`src/rtl/tx_huge_page_sched_pkg.sv`:
```
// Shared definitions for the TX huge-page scheduler: FSM encoding, page
// geometry constants and the 4 KB-safe request length calculation.
package tx_huge_page_sched_pkg;

  localparam int unsigned PAGE_BOUNDARY_BYTES = 4096;
  localparam int unsigned QW_BYTES            = 8;

  // One-hot state encoding shared with the other engine FSMs.
  typedef enum logic [5:0] {
    S_IDLE     = 6'b000001,
    S_ISSUE    = 6'b000010,
    S_DRAIN    = 6'b000100,
    S_NOTIFY   = 6'b001000,
    S_RELEASE  = 6'b010000,
    S_WAIT_CLR = 6'b100000
  } sched_state_e;

  // Request length = min(rem, max_qw, qwords left before the next 4 KB line).
  // Intermediates are wide enough that neither the room nor the clamp wraps.
  function automatic logic [9:0] calc_len(input logic [11:0] page_off,
                                          input logic [31:0] rem,
                                          input logic [9:0]  max_qw);
    logic [12:0] room_bytes;
    logic [12:0] room_qw;
    logic [31:0] len;
    room_bytes = 13'(PAGE_BOUNDARY_BYTES) - {1'b0, page_off};
    room_qw    = room_bytes / 13'(QW_BYTES);
    len        = rem;
    if (len > 32'(max_qw))  len = 32'(max_qw);
    if (len > 32'(room_qw)) len = 32'(room_qw);
    return len[9:0];
  endfunction

endpackage

```
`src/rtl/tx_rd_chunker.sv`:
```
// Splits a page into 4 KB-safe read chunks. Holds the running pointer and
// remaining qword count; exposes the current chunk length and the chunk that
// follows it so the scheduler can present back-to-back requests.
module tx_rd_chunker
  import tx_huge_page_sched_pkg::*;
#(
  parameter int unsigned MAX_RD_QW = 64
) (
  input  logic        trn_clk,
  input  logic        reset_n,
  input  logic        load,
  input  logic [63:0] load_addr,
  input  logic [31:0] load_qwords,
  input  logic        advance,
  output logic [63:0] ptr,
  output logic [31:0] rem,
  output logic [9:0]  len,
  output logic [63:0] nxt_ptr,
  output logic [31:0] nxt_rem,
  output logic [9:0]  nxt_len
);

  localparam logic [9:0] MAX_QW = 10'(MAX_RD_QW);

  // Current chunk and the chunk after it, derived from the pointer state.
  // NOTE: every output of this block is assigned on every pass, so no latch is inferred.
  always_comb begin
    len     = calc_len(ptr[11:0], rem, MAX_QW);
    nxt_ptr = ptr + (64'(len) << 3);
    nxt_rem = rem - 32'(len);
    nxt_len = calc_len(nxt_ptr[11:0], nxt_rem, MAX_QW);
  end

  // Pointer/remainder: loaded at page start, stepped once per accepted request.
  // NOTE: state registers use non-blocking assignment so all flops update together.
  always_ff @(posedge trn_clk or negedge reset_n) begin
    if (!reset_n) begin
      ptr <= '0;
      rem <= '0;
    end else if (load) begin
      ptr <= load_addr;
      rem <= load_qwords;
    end else if (advance) begin
      ptr <= nxt_ptr;
      rem <= nxt_rem;
    end
  end

endmodule

```
`src/rtl/tx_huge_page_sched.sv`:
```
// Ping-pong scheduler for the two host TX huge pages: waits for the expected
// page to be unlocked, issues bounded DMA reads, counts completions, posts a
// notification and releases the page before moving to the other one.
module tx_huge_page_sched
  import tx_huge_page_sched_pkg::*;
#(
  parameter int unsigned MAX_RD_QW       = 64,
  parameter int unsigned MAX_OUTSTANDING = 8
) (
  input  logic        trn_clk,
  input  logic        reset_n,
  input  logic [63:0] huge_page_addr_1,
  input  logic [63:0] huge_page_addr_2,
  input  logic [31:0] huge_page_qwords_1,
  input  logic [31:0] huge_page_qwords_2,
  input  logic        huge_page_status_1,
  input  logic        huge_page_status_2,
  output logic        huge_page_free_1,
  output logic        huge_page_free_2,
  input  logic [63:0] completed_buffer_address,
  output logic        rd_req_valid,
  input  logic        rd_req_ready,
  output logic [63:0] rd_req_addr,
  output logic [9:0]  rd_req_qwords,
  input  logic        rd_cpl_done,
  output logic        notify_valid,
  input  logic        notify_ready,
  output logic [63:0] notify_addr,
  output logic [31:0] notify_data,
  output logic        busy
);

  localparam logic [3:0] OUTS_MAX = 4'(MAX_OUTSTANDING);

  sched_state_e state;
  logic         cur;
  logic [3:0]   outs;
  logic [3:0]   outs_next;
  logic [31:0]  total;

  logic        sel_status;
  logic [63:0] sel_addr;
  logic [31:0] sel_qwords;
  logic [31:0] note_qwords;
  logic        load;
  logic        hs;

  logic [63:0] ptr, nxt_ptr, ptr_after;
  logic [31:0] rem, nxt_rem;
  logic [9:0]  len, nxt_len, len_after;

  // Low address bits are defined as zero; the top qword bit is not reported.
  logic unused_bits;
  assign unused_bits = ^{sel_addr[2:0], note_qwords[31]};

  assign sel_status = cur ? huge_page_status_2 : huge_page_status_1;
  assign sel_addr   = cur ? huge_page_addr_2   : huge_page_addr_1;
  assign sel_qwords = cur ? huge_page_qwords_2 : huge_page_qwords_1;
  assign load       = (state == S_IDLE) && sel_status;
  assign hs         = rd_req_valid && rd_req_ready;
  assign busy       = (state != S_IDLE);

  tx_rd_chunker #(.MAX_RD_QW(MAX_RD_QW)) u_chunker (
    .trn_clk     (trn_clk),
    .reset_n     (reset_n),
    .load        (load),
    .load_addr   ({sel_addr[63:3], 3'b000}),
    .load_qwords (sel_qwords),
    .advance     (hs),
    .ptr         (ptr),
    .rem         (rem),
    .len         (len),
    .nxt_ptr     (nxt_ptr),
    .nxt_rem     (nxt_rem),
    .nxt_len     (nxt_len)
  );

  // Next outstanding count and the request that should be presented next cycle.
  always_comb begin
    outs_next = outs;
    if (load) begin
      outs_next = '0;
    end else begin
      unique case ({hs, rd_cpl_done && (outs != 4'd0)})
        2'b10:   outs_next = outs + 4'd1;
        2'b01:   outs_next = outs - 4'd1;
        default: outs_next = outs;
      endcase
    end
    ptr_after   = hs ? nxt_ptr : ptr;
    len_after   = hs ? nxt_len : len;
    note_qwords = (state == S_IDLE) ? sel_qwords : total;
  end

  // Page FSM with registered request, notification and release outputs.
  always_ff @(posedge trn_clk or negedge reset_n) begin
    if (!reset_n) begin
      state            <= S_IDLE;
      cur              <= 1'b0;
      outs             <= '0;
      total            <= '0;
      rd_req_valid     <= 1'b0;
      rd_req_addr      <= '0;
      rd_req_qwords    <= '0;
      notify_valid     <= 1'b0;
      notify_addr      <= '0;
      notify_data      <= '0;
      huge_page_free_1 <= 1'b0;
      huge_page_free_2 <= 1'b0;
    end else begin
      outs             <= outs_next;
      huge_page_free_1 <= 1'b0;
      huge_page_free_2 <= 1'b0;
      unique case (state)
        S_IDLE: begin
          if (sel_status) begin
            total <= sel_qwords;
            if (sel_qwords == 32'd0) begin
              state        <= S_NOTIFY;
              notify_valid <= 1'b1;
              notify_addr  <= completed_buffer_address;
              notify_data  <= {cur, note_qwords[30:0]};
            end else begin
              state <= S_ISSUE;
            end
          end
        end
        S_ISSUE: begin
          if (hs && (nxt_rem == 32'd0)) begin
            state        <= S_DRAIN;
            rd_req_valid <= 1'b0;
          end else begin
            rd_req_valid  <= (outs_next < OUTS_MAX);
            rd_req_addr   <= ptr_after;
            rd_req_qwords <= len_after;
          end
        end
        S_DRAIN: begin
          if (outs_next == 4'd0) begin
            state        <= S_NOTIFY;
            notify_valid <= 1'b1;
            notify_addr  <= completed_buffer_address;
            notify_data  <= {cur, note_qwords[30:0]};
          end
        end
        S_NOTIFY: begin
          if (notify_ready) begin
            state        <= S_RELEASE;
            notify_valid <= 1'b0;
            if (cur) huge_page_free_2 <= 1'b1;
            else     huge_page_free_1 <= 1'b1;
          end
        end
        S_RELEASE: begin
          state <= S_WAIT_CLR;
        end
        S_WAIT_CLR: begin
          if (!sel_status) begin
            cur   <= ~cur;
            state <= S_IDLE;
          end
        end
        default: state <= S_IDLE;
      endcase
    end
  end

endmodule

```
`config.mk`:
```
export PLATFORM = sky130hd
export DESIGN_NAME = tx_huge_page_sched
export DESIGN_NICKNAME = d
export VERILOG_FILES = /design/src/rtl/tx_huge_page_sched_pkg.sv /design/src/rtl/tx_rd_chunker.sv /design/src/rtl/tx_huge_page_sched.sv
export SDC_FILE = /design/constraint.sdc
export NUM_CORES = 1
export LEC_CHECK = 0
export CORE_MARGIN = 5
export CORE_UTILIZATION = 54
export DETAILED_ROUTE_END_ITERATION = 8
export PLACE_DENSITY = 0.85
export SYNTH_ARGS = -nofsm -noshare
export SYNTH_HDL_FRONTEND = slang
export SYNTH_SLANG_ARGS = --single-unit
```
`constraint.sdc`:
```
create_clock -name trn_clk -period 14.3 [get_ports trn_clk]
set_input_delay 2.86 -clock trn_clk [delete_from_list [all_inputs] [get_ports trn_clk]]
set_output_delay 2.86 -clock trn_clk [all_outputs]
set_load 0.01 [all_outputs]
```
# Yosys cells after proc, flatten, opt, wreduce, memory -nomap -nowiden
# Cells that the tools add are included.
# Widths: inputs -> output; s select.
# op_classes
n_bitwise,3
mux,42
n_eq_ne,15
addsub,6
reduce_logical,17
n_lt_le_gt_ge,5
# op_table
cell,n
$mux 64,6
$mux 32,8
$pmux 64 s2,1
$add 64x13->64,1
$gt 32x10->1,2
$gt 32x7->1 const B,2
$logic_not 32->1,2
$pmux 32 s2,1
$pmux 6 s6,1
$sub 32x10->32,1
$mux 31,1
$mux 10,3
$mux 6,5
$sub 13x12->13 const A,2
$mux 1,12
$ne 2x2->1 const B,5
$reduce_and 5->1,2
$mux 4,2
$pmux 4 s2,1
$eq 6x1->1 const B,1
$eq 6x2->1 const B,1
$eq 6x3->1 const B,1
$eq 6x4->1 const B,1
$eq 6x5->1 const B,1
17 further kinds,25
# totals
elab_cells,102
reg_bits,312

# Logic depth before layout (Yosys ltp)
# Gate-level depths: netlist of run 1.
# depth
word_depth,10
ltp_mapped,37

# Modules after synthesis
# Synthesis of run 1 repeated with hierarchy kept, for this count alone.
# hier_totals
cells_unflattened,2062
area_unflattened_um2,19284.7
# modules_own_cells
mod,seq_area_each_um2,instances,cells_each,area_each_um2
tx_huge_page_sched,5406.4,1,973,10633.9
tx_rd_chunker,2402.3,1,1089,8650.8

# Worst setup path before layout of run 1
# OpenSTA, ideal clock, no wires.
# synth_timing
path_kind,register -> register
start,reg u_chunker.rem[22]
end,reg rd_req_qwords[2]
n_path_buf,3
stages_incl_launch_ff,36
required_ns,14.172
arrival_ns,8.263
setup_ns,0.128
path_slack_ns,5.909
cell_sequence,dfrtp_1 or4_1 nor4_1 and4_1 a21boi_1 and2_1 ha_1 a21oi_1 o21ai_0 a221o_1 o21ai_0 clkbuf_1 nor2_1 a21oi_1 inv_1 fa_1 nand2b_1 a21o_1 a211oi_2 o311ai_0 nor3_1 nand4_1 or4b_4 buf_6 nor2_1 ha_1 nor2b_1 o21a_1 o21ai_0 a211oi_1 o41a_1 clkbuf_1 nand2_1 a2bb2oi_1 o41ai_1 mux2_1
# synth_between
elab_chain_cells,10
# synth_lines
item,line,rtl
"start, declared",tx_rd_chunker.sv:16,"output logic [31:0] rem,"
"start signal, assigned",tx_rd_chunker.sv:42,rem <= load_qwords;
"start signal, assigned",tx_rd_chunker.sv:45,rem <= nxt_rem;
$gt 32x7->1,tx_huge_page_sched_pkg.sv:29,if (len > 32'(max_qw)) len = 32'(max_qw);
$mux 32,tx_huge_page_sched_pkg.sv:29,
$gt 32x10->1,tx_huge_page_sched_pkg.sv:30,if (len > 32'(room_qw)) len = 32'(room_qw);
$mux 10,tx_huge_page_sched_pkg.sv:30,
$sub 32x10->32,tx_rd_chunker.sv:30,nxt_rem = rem - 32'(len);
$gt 32x7->1,tx_huge_page_sched_pkg.sv:29,
$mux 32,tx_huge_page_sched_pkg.sv:29,
$gt 32x10->1,tx_huge_page_sched_pkg.sv:30,
$mux 10,tx_huge_page_sched_pkg.sv:30,
$mux 10,tx_huge_page_sched.sv:91,len_after = hs ? nxt_len : len;
"end signal, assigned",tx_huge_page_sched.sv:135,rd_req_qwords <= len_after;
"end, declared",tx_huge_page_sched.sv:24,"output logic [9:0] rd_req_qwords,"
# Several ways; a longest one is shown, not always the timed one.
# A chain may end at the register's enable or synchronous reset.

# Worst setup path in the final report of run 1
# layout_timing
start,reg u_chunker.rem[22]
end,reg rd_req_qwords[0]
# The elaborated chain is that of the path after synthesis.

==> impl_metrics.toml, run 1 <==
[power_and_ir_drop]
power_switching_share_pct = 42.2
p_switching_uw = 2380
p_clk_share_pct = 15.4
seqPwrFrac_pct = 29.2
p_leak_uw = 0.00920
p_int_uw = 3260
peakVddDrop_v = 0.000168
powerDensity_nw_per_um2 = 250
total_power_uw = 5650
share_comb_of_total_power_pct = 55.4

[worst_setup_path]
arrival_ns = 10.05
critPathMaxFanout = 12
startpoint_type = "register"
reg2reg_depth = 31
r2r-end = "rd_req_qwords[0]$_DFFE_PN0P_"
critPathKind = "reg -> reg"
critPathMaxStageDelay_ns = 0.65
cpMaxStageDelayCell = "or4b_4"
cp.required_ns = 14.82
setup.reg_to_reg.worst_slack_ns = 4.77
rr_startpoint = "u_chunker.rem[22]$_DFFE_PN0P_"
cp-end-kind = "register"

[final_layout]
fin_util_pct = 73.4
drive_above_1_share_pct = 10.9
fin_cells = 2549
final_nets = 2440
final.fill_count = 2157
areaGrowthSynthToFinish_pct = 33.3

[sta]
drv_slew = 0
worstMarginPinSlew_ns = 1.18
worst_clock_skew_ns = 0.0134
max-slew-margin-rel_pct = 21.1
rsz0062_at_grt = "false"
period_needed_ns = 9.53
fmax_mhz = 105
setup_viol = 0
setup_tns_ns = 0
whs_ns = 0.477
hold_viol_final = 0
min_period_over_period_pct = 66.6

[global_route]
grt_usage_pct = 29.2
grt_pass1_wl_mm = 83.7
grt_max_degree = 109
antenna_found_initial = 1
overflow = 0
grt_pass1_vias = 15300

[route]
drtIter0Drc = 1375
ant_nets = 0
wl_mm = 52.5
num_vias = 14800
drcViolationCount = 0
drt_first_pass_iters = 5
drt-wirelength-per-cell_um = 20.6
avgViaCountPerCell = 5.82

[yosys]
syn_area_sq_um = 16900
yosysWarnings = 0
synthArstFlopShare_pct = 100
yosysMostFrequentCell = "dfrtp_1"
synth_top_area_cell = "dfrtp_1"
syn-mean-instance-area_sq_um = 9.74
synth_cells = 1738
synth_edf_count = 0
synth_area_leaders = "dfrtp_1, mux2_2, a21oi_1"
ys_types = 75
synth_ff_type = "dfrtp_1"
ys_top_cells_by_count = "dfrtp_1, nand2_1, nor2_1"
synth-seq-cells = 306
synth-seq-area-share_pct = 45.2
synth.top_cell.area_share_pct = 45.1

[flow_run]
cap_violations = 0

[clock_network]
htree_levels = 1
cts_tree = "built"
numCtsBuffers = 31
cts.sinks = 306
cts_hold_buf = 0
cts_setup_buffers = 0
cts_resized = 0
clock_path_buffers = 3
clkTransAtPathRegs_ns = 0.06
clock_latency_ns = 0.59
root_buffer = "clkbuf_16"

[placement]
io_buffers = 428
finalWeightedCongestion = 0.923
dp_cells = 2490
dp_hpwl_mm = 39.2

[min_path]
min_path_type = "reg -> reg"
min_path_cells = 2
worstHoldEndpoint = "rd_req_addr[57]$_DFFE_PN0P_"
hp-start = "rd_req_addr[57]$_DFFE_PN0P_"

[floorplanning]
io_pins = 438
rows = 64
coreArea_sq_um = 30700
die_w_um = 187
initial_core_util_pct = 55.0
die_h_um = 187
die_area_sq_um = 35000

[status]
outcome = "finished, final reports clean"
power by group through the flow:
stage	Sequential [uW]	Combinational, uW	Clock (uW)
global route	1710	3410	918
floorplan	1660	1890	0
detailed placement	1650	3080	0
global placement	1620	3000	0
finish	1650	3130	869
CTS	1640	3110	880
through the flow:
stage	worst slack (ns)	instance area [sq um]
final	4.77	22600
after CTS	4.92	22600
after global routing	4.23	22600
after global placement	5.14	21500
after floorplan	5.91	17000
after detailed placement	4.97	21500
kinds of logic after synthesis:
logic type	after synthesis	synth area share [%]
and+or+nand+nor	570	16.8
AOI/OAI and AO/OA	402	14.6
DFF	306	45.2
muxes	165	10.8
buffers and inverters	144	3.60
xor gates and xnor gates	100	5.17
adders and majority gates	50	3.83
other	1	0.0222
worst max-delay path: cells and delay by family, from the launching register on:
family / cells / cell delay [ns]
flops: 1 / 0.46
mux: 2 / 0.80
fa+ha+maj: 3 / 0.86
compound gates: 14 / 3.35
buf+inv: 1 / 0.22
simple gates: 11 / 3.78
how the worst max path moves through the flow:
stage                                        from                            to  slack [ns]  depth (start not counted)
CTS                 u_chunker.rem[22]$_DFFE_PN0P_  rd_req_qwords[2]$_DFFE_PN0P_        4.92                         31
global placement    u_chunker.rem[22]$_DFFE_PN0P_  rd_req_qwords[2]$_DFFE_PN0P_        5.14                         33
finish              u_chunker.rem[22]$_DFFE_PN0P_  rd_req_qwords[0]$_DFFE_PN0P_        4.77                         31
detailed placement  u_chunker.rem[22]$_DFFE_PN0P_  rd_req_qwords[2]$_DFFE_PN0P_        4.97                         31
global route        u_chunker.rem[22]$_DFFE_PN0P_  rd_req_qwords[2]$_DFFE_PN0P_        4.23                         31
floorplan           u_chunker.rem[22]$_DFFE_PN0P_  rd_req_qwords[2]$_DFFE_PN0P_        5.91                         35
sequential cells by signal, indices dropped and copies added, names as in the netlist:
| name | cells |
|---|---|
| rd_req_qwords | 10 |
| huge_page_free_1 | 1 |
| cur | 1 |
| rd_req_addr | 61 |
| state | 6 |
| u_chunker.rem | 32 |
| notify_addr | 64 |
| notify_valid | 1 |
| rd_req_valid | 1 |
| total | 31 |
| huge_page_free_2 | 1 |
| notify_data | 32 |
| outs | 4 |
| u_chunker.ptr | 61 |
area by class of cell:
class	instances	area, sq um	share of cell area, %
tap	396	495	2.20
inverter	44	165	0.732
clock inverter	12	188	0.832
multi-input combinational	1296	8710	38.6
sequential	306	7660	34.0
clock buffer	46	902	4.00
antenna	1	2.50	0.0111
timing repair buffer	448	4440	19.7
cells in the final DEF (no fill, tap or decap), types with 41 or more instances in the layout:
cell type        synthesis  layout
nand2_1                153     153
a211oi_1                66      66
mux2_2                 132     132
nor2_1                 150     150
ha_1                    47      47
o21ai_0                112     112
a21oi_1                138     138
clkdlybuf4s50_1          0     427
xor2_1                  59      59
nor2b_1                 75      74
inv_1                   43      43
dfrtp_1                305     304
xnor2_1                 41      41
routing by layer:
layer / global-route usage, % / part of all wire (%)
met1: 37.2 / 40
met2: 50.3 / 49
met3: 6.27 / 7.9
met4: 8.62 / 3.3
met5: 0 / 0
Power figures use the tool's default switching activity.
==> run 2: changes to the inputs <==
--- a/config.mk
+++ b/config.mk
@@ -6,9 +6,9 @@
 export NUM_CORES = 1
 export LEC_CHECK = 0
 export CORE_MARGIN = 5
-export CORE_UTILIZATION = 54
+export CORE_UTILIZATION = 50
 export DETAILED_ROUTE_END_ITERATION = 8
-export PLACE_DENSITY = 0.85
+export PLACE_DENSITY = 0.8
 export SYNTH_ARGS = -nofsm -noshare
 export SYNTH_HDL_FRONTEND = slang
 export SYNTH_SLANG_ARGS = --single-unit
==> constraint.sdc (replaced) <==
create_clock -name trn_clk -period 10 [get_ports trn_clk]
set_input_delay 2 -clock trn_clk [delete_from_list [all_inputs] [get_ports trn_clk]]
set_output_delay 2 -clock trn_clk [all_outputs]
set_load 0.01 [all_outputs]
==> impl_metrics.toml, run 2 (same netlist as run 1, synthesis figures left out) <==
[route]
drtIter0Drc = 1017
num_vias = 14600
ant_nets = 0
avgViaCountPerCell = 5.63
drt-wirelength-per-cell_um = 20.4
wl_mm = 53.0
drt_first_pass_iters = 5
drcViolationCount = 0

[power_and_ir_drop]
powerDensity_nw_per_um2 = 359
p_leak_uw = 0.00923
peakVddDrop_v = 0.000230

[floorplanning]
die_w_um = 194
coreArea_sq_um = 33400
rows = 67
die_area_sq_um = 37600
die_h_um = 194
io_pins = 438
initial_core_util_pct = 50.6

[final_layout]
final_nets = 2441
final_cell_mix = "clkdlybuf4s50_1, dfrtp_1, nand2_1"
regMostFlops = "notify_addr"
largest_reg_flops = 64
top_regs = "notify_addr (64), rd_req_addr (61), u_chunker.ptr (61)"
layout_commonest_cell = "clkdlybuf4s50_1"
drive_above_1_share_pct = 11.1
areaGrowthSynthToFinish_pct = 34.2

[worst_setup_path]
crit_family = "simple AND/OR/NAND/NOR gates"
startpoint_type = "register"
critPathMaxFanout = 12
cp.required_ns = 10.41
cp_num_buf_inv = 2
arrival_ns = 9.90
critPathMaxStageDelay_ns = 0.66
cp-end-kind = "register"
setup.reg_to_reg.worst_slack_ns = 0.50
critPathMostFrequentCell = "o21ai_0"
critPathKind = "reg -> reg"
cpMaxStageDelayCell = "or4b_4"

[sta]
drv_slew = 0
setup_viol = 0
max-slew-margin-rel_pct = 23.3
worst_clock_skew_ns = 0.0120
period_needed_ns = 9.50
setup_tns_ns = 0
worstMarginPinSlew_ns = 1.15
rsz0062_at_grt = "false"
fmax_mhz = 105
min_period_over_period_pct = 95.0
hold_viol_final = 0
whs_ns = 0.476

[placement]
dp_hpwl_mm = 39.0
finalWeightedCongestion = 0.936
io_buffers = 428

[clock_network]
clock_path_buffers = 3
cts_tree = "built"
clock_latency_ns = 0.53
root_buffer = "clkbuf_16"
clkTransAtPathRegs_ns = 0.06
cts_hold_buf = 0
cts.sinks = 306
htree_levels = 2
numCtsBuffers = 35

[status]
outcome = "finished, final reports clean"

[global_route]
grt_usage_pct = 27.0
grt_max_degree = 177
antenna_found_initial = 2
grt_pass1_wl_mm = 83.2
grt_pass1_vias = 15000
overflow = 0

[min_path]
min_path_type = "reg -> reg"

[flow_run]
cap_violations = 0
run 2: power breakdown:
group          total (uW)  switching (uW)  leakage [uW]  internal, uW
Clock                1320             548      0.000569           767
Sequential           2360             490       0.00358          1870
Combinational        4470            2410       0.00508          2070
Total                8150            3440       0.00923          4710
run 2: cell type report:
cell class,count,area [sq um]
antenna,2,5.00
clock buffer,44,960
clock inverter,18,219
fill,2599,10700
inverter,44,165
multi-input combinational,1296,8710
sequential,306,7660
tap,448,561
timing repair buffer,445,4430
run 2: layer usage:
metal / global-route usage (%) / vias to the layer above / routed length, um
met1: 34.8 / 7104 / 21400
met2: 46.0 / 520 / 26000
li1: - / 6928 / -
met3: 6.06 / 93 / 4110
met5: 0 / - / 0
met4: 7.81 / 0 / 1510
run 2: through the flow:
stage | utilization [%] | total power [uW] | setup WS, ns | cell area [sq um] | instances
after floorplan | - | 5080 | 1.61 | 17000 | 1746
after global placement | 64.4 | 6610 | 0.788 | 21500 | 2539
after detailed placement | 64.4 | 6760 | 0.610 | 21500 | 2539
after CTS | 67.9 | 8140 | 0.589 | 22700 | 2601
after global routing | 67.9 | 8700 | 0.0263 | 22700 | 2603
final | 67.9 | 8150 | 0.502 | 22700 | 2603
run 2: worst paths after layout:
check	from	depth (start not counted)	to
worst max register to register	u_chunker.rem[22]$_DFFE_PN0P_	33	rd_req_qwords[2]$_DFFE_PN0P_
worst min-delay path	notify_valid$_DFFE_PN0P_	2	notify_valid$_DFFE_PN0P_
worst max-delay path	u_chunker.rem[22]$_DFFE_PN0P_	33	rd_req_qwords[2]$_DFFE_PN0P_
min in group asynchronous	reset_n	1	u_chunker.rem[25]$_DFFE_PN0P_
worst min register to register	notify_valid$_DFFE_PN0P_	2	notify_valid$_DFFE_PN0P_
max in group asynchronous	reset_n	2	cur$_DFFE_PN0P_
run 2: worst reg2reg max path, delay by kind of cell, from the launching register on:
family | cells | cell delay [ns]
AND/OR/NAND/NOR | 13 | 3.86
flip-flops | 1 | 0.43
buffers and inverters | 2 | 0.39
multiplexers | 1 | 0.31
adder cells (fa/ha/maj) | 3 | 0.96
AO/OA/AOI/OAI | 14 | 3.44
run 2: repair_timing:
action / in CTS / in global routing
buffers inserted: 0 / 0
setup endpoints to repair: 0 / 2
gates resized for setup: 0 / 1
==> run 3: changes to the inputs <==
--- a/config.mk
+++ b/config.mk
@@ -9,6 +9,7 @@
 export CORE_UTILIZATION = 50
 export DETAILED_ROUTE_END_ITERATION = 8
 export PLACE_DENSITY = 0.8
+export SKIP_LAST_GASP = 1
 export SYNTH_ARGS = -nofsm -noshare
 export SYNTH_HDL_FRONTEND = slang
 export SYNTH_SLANG_ARGS = --single-unit
==> results of run 3 <==
No change in the layout: final DEF, timing and power equal those of run 2.
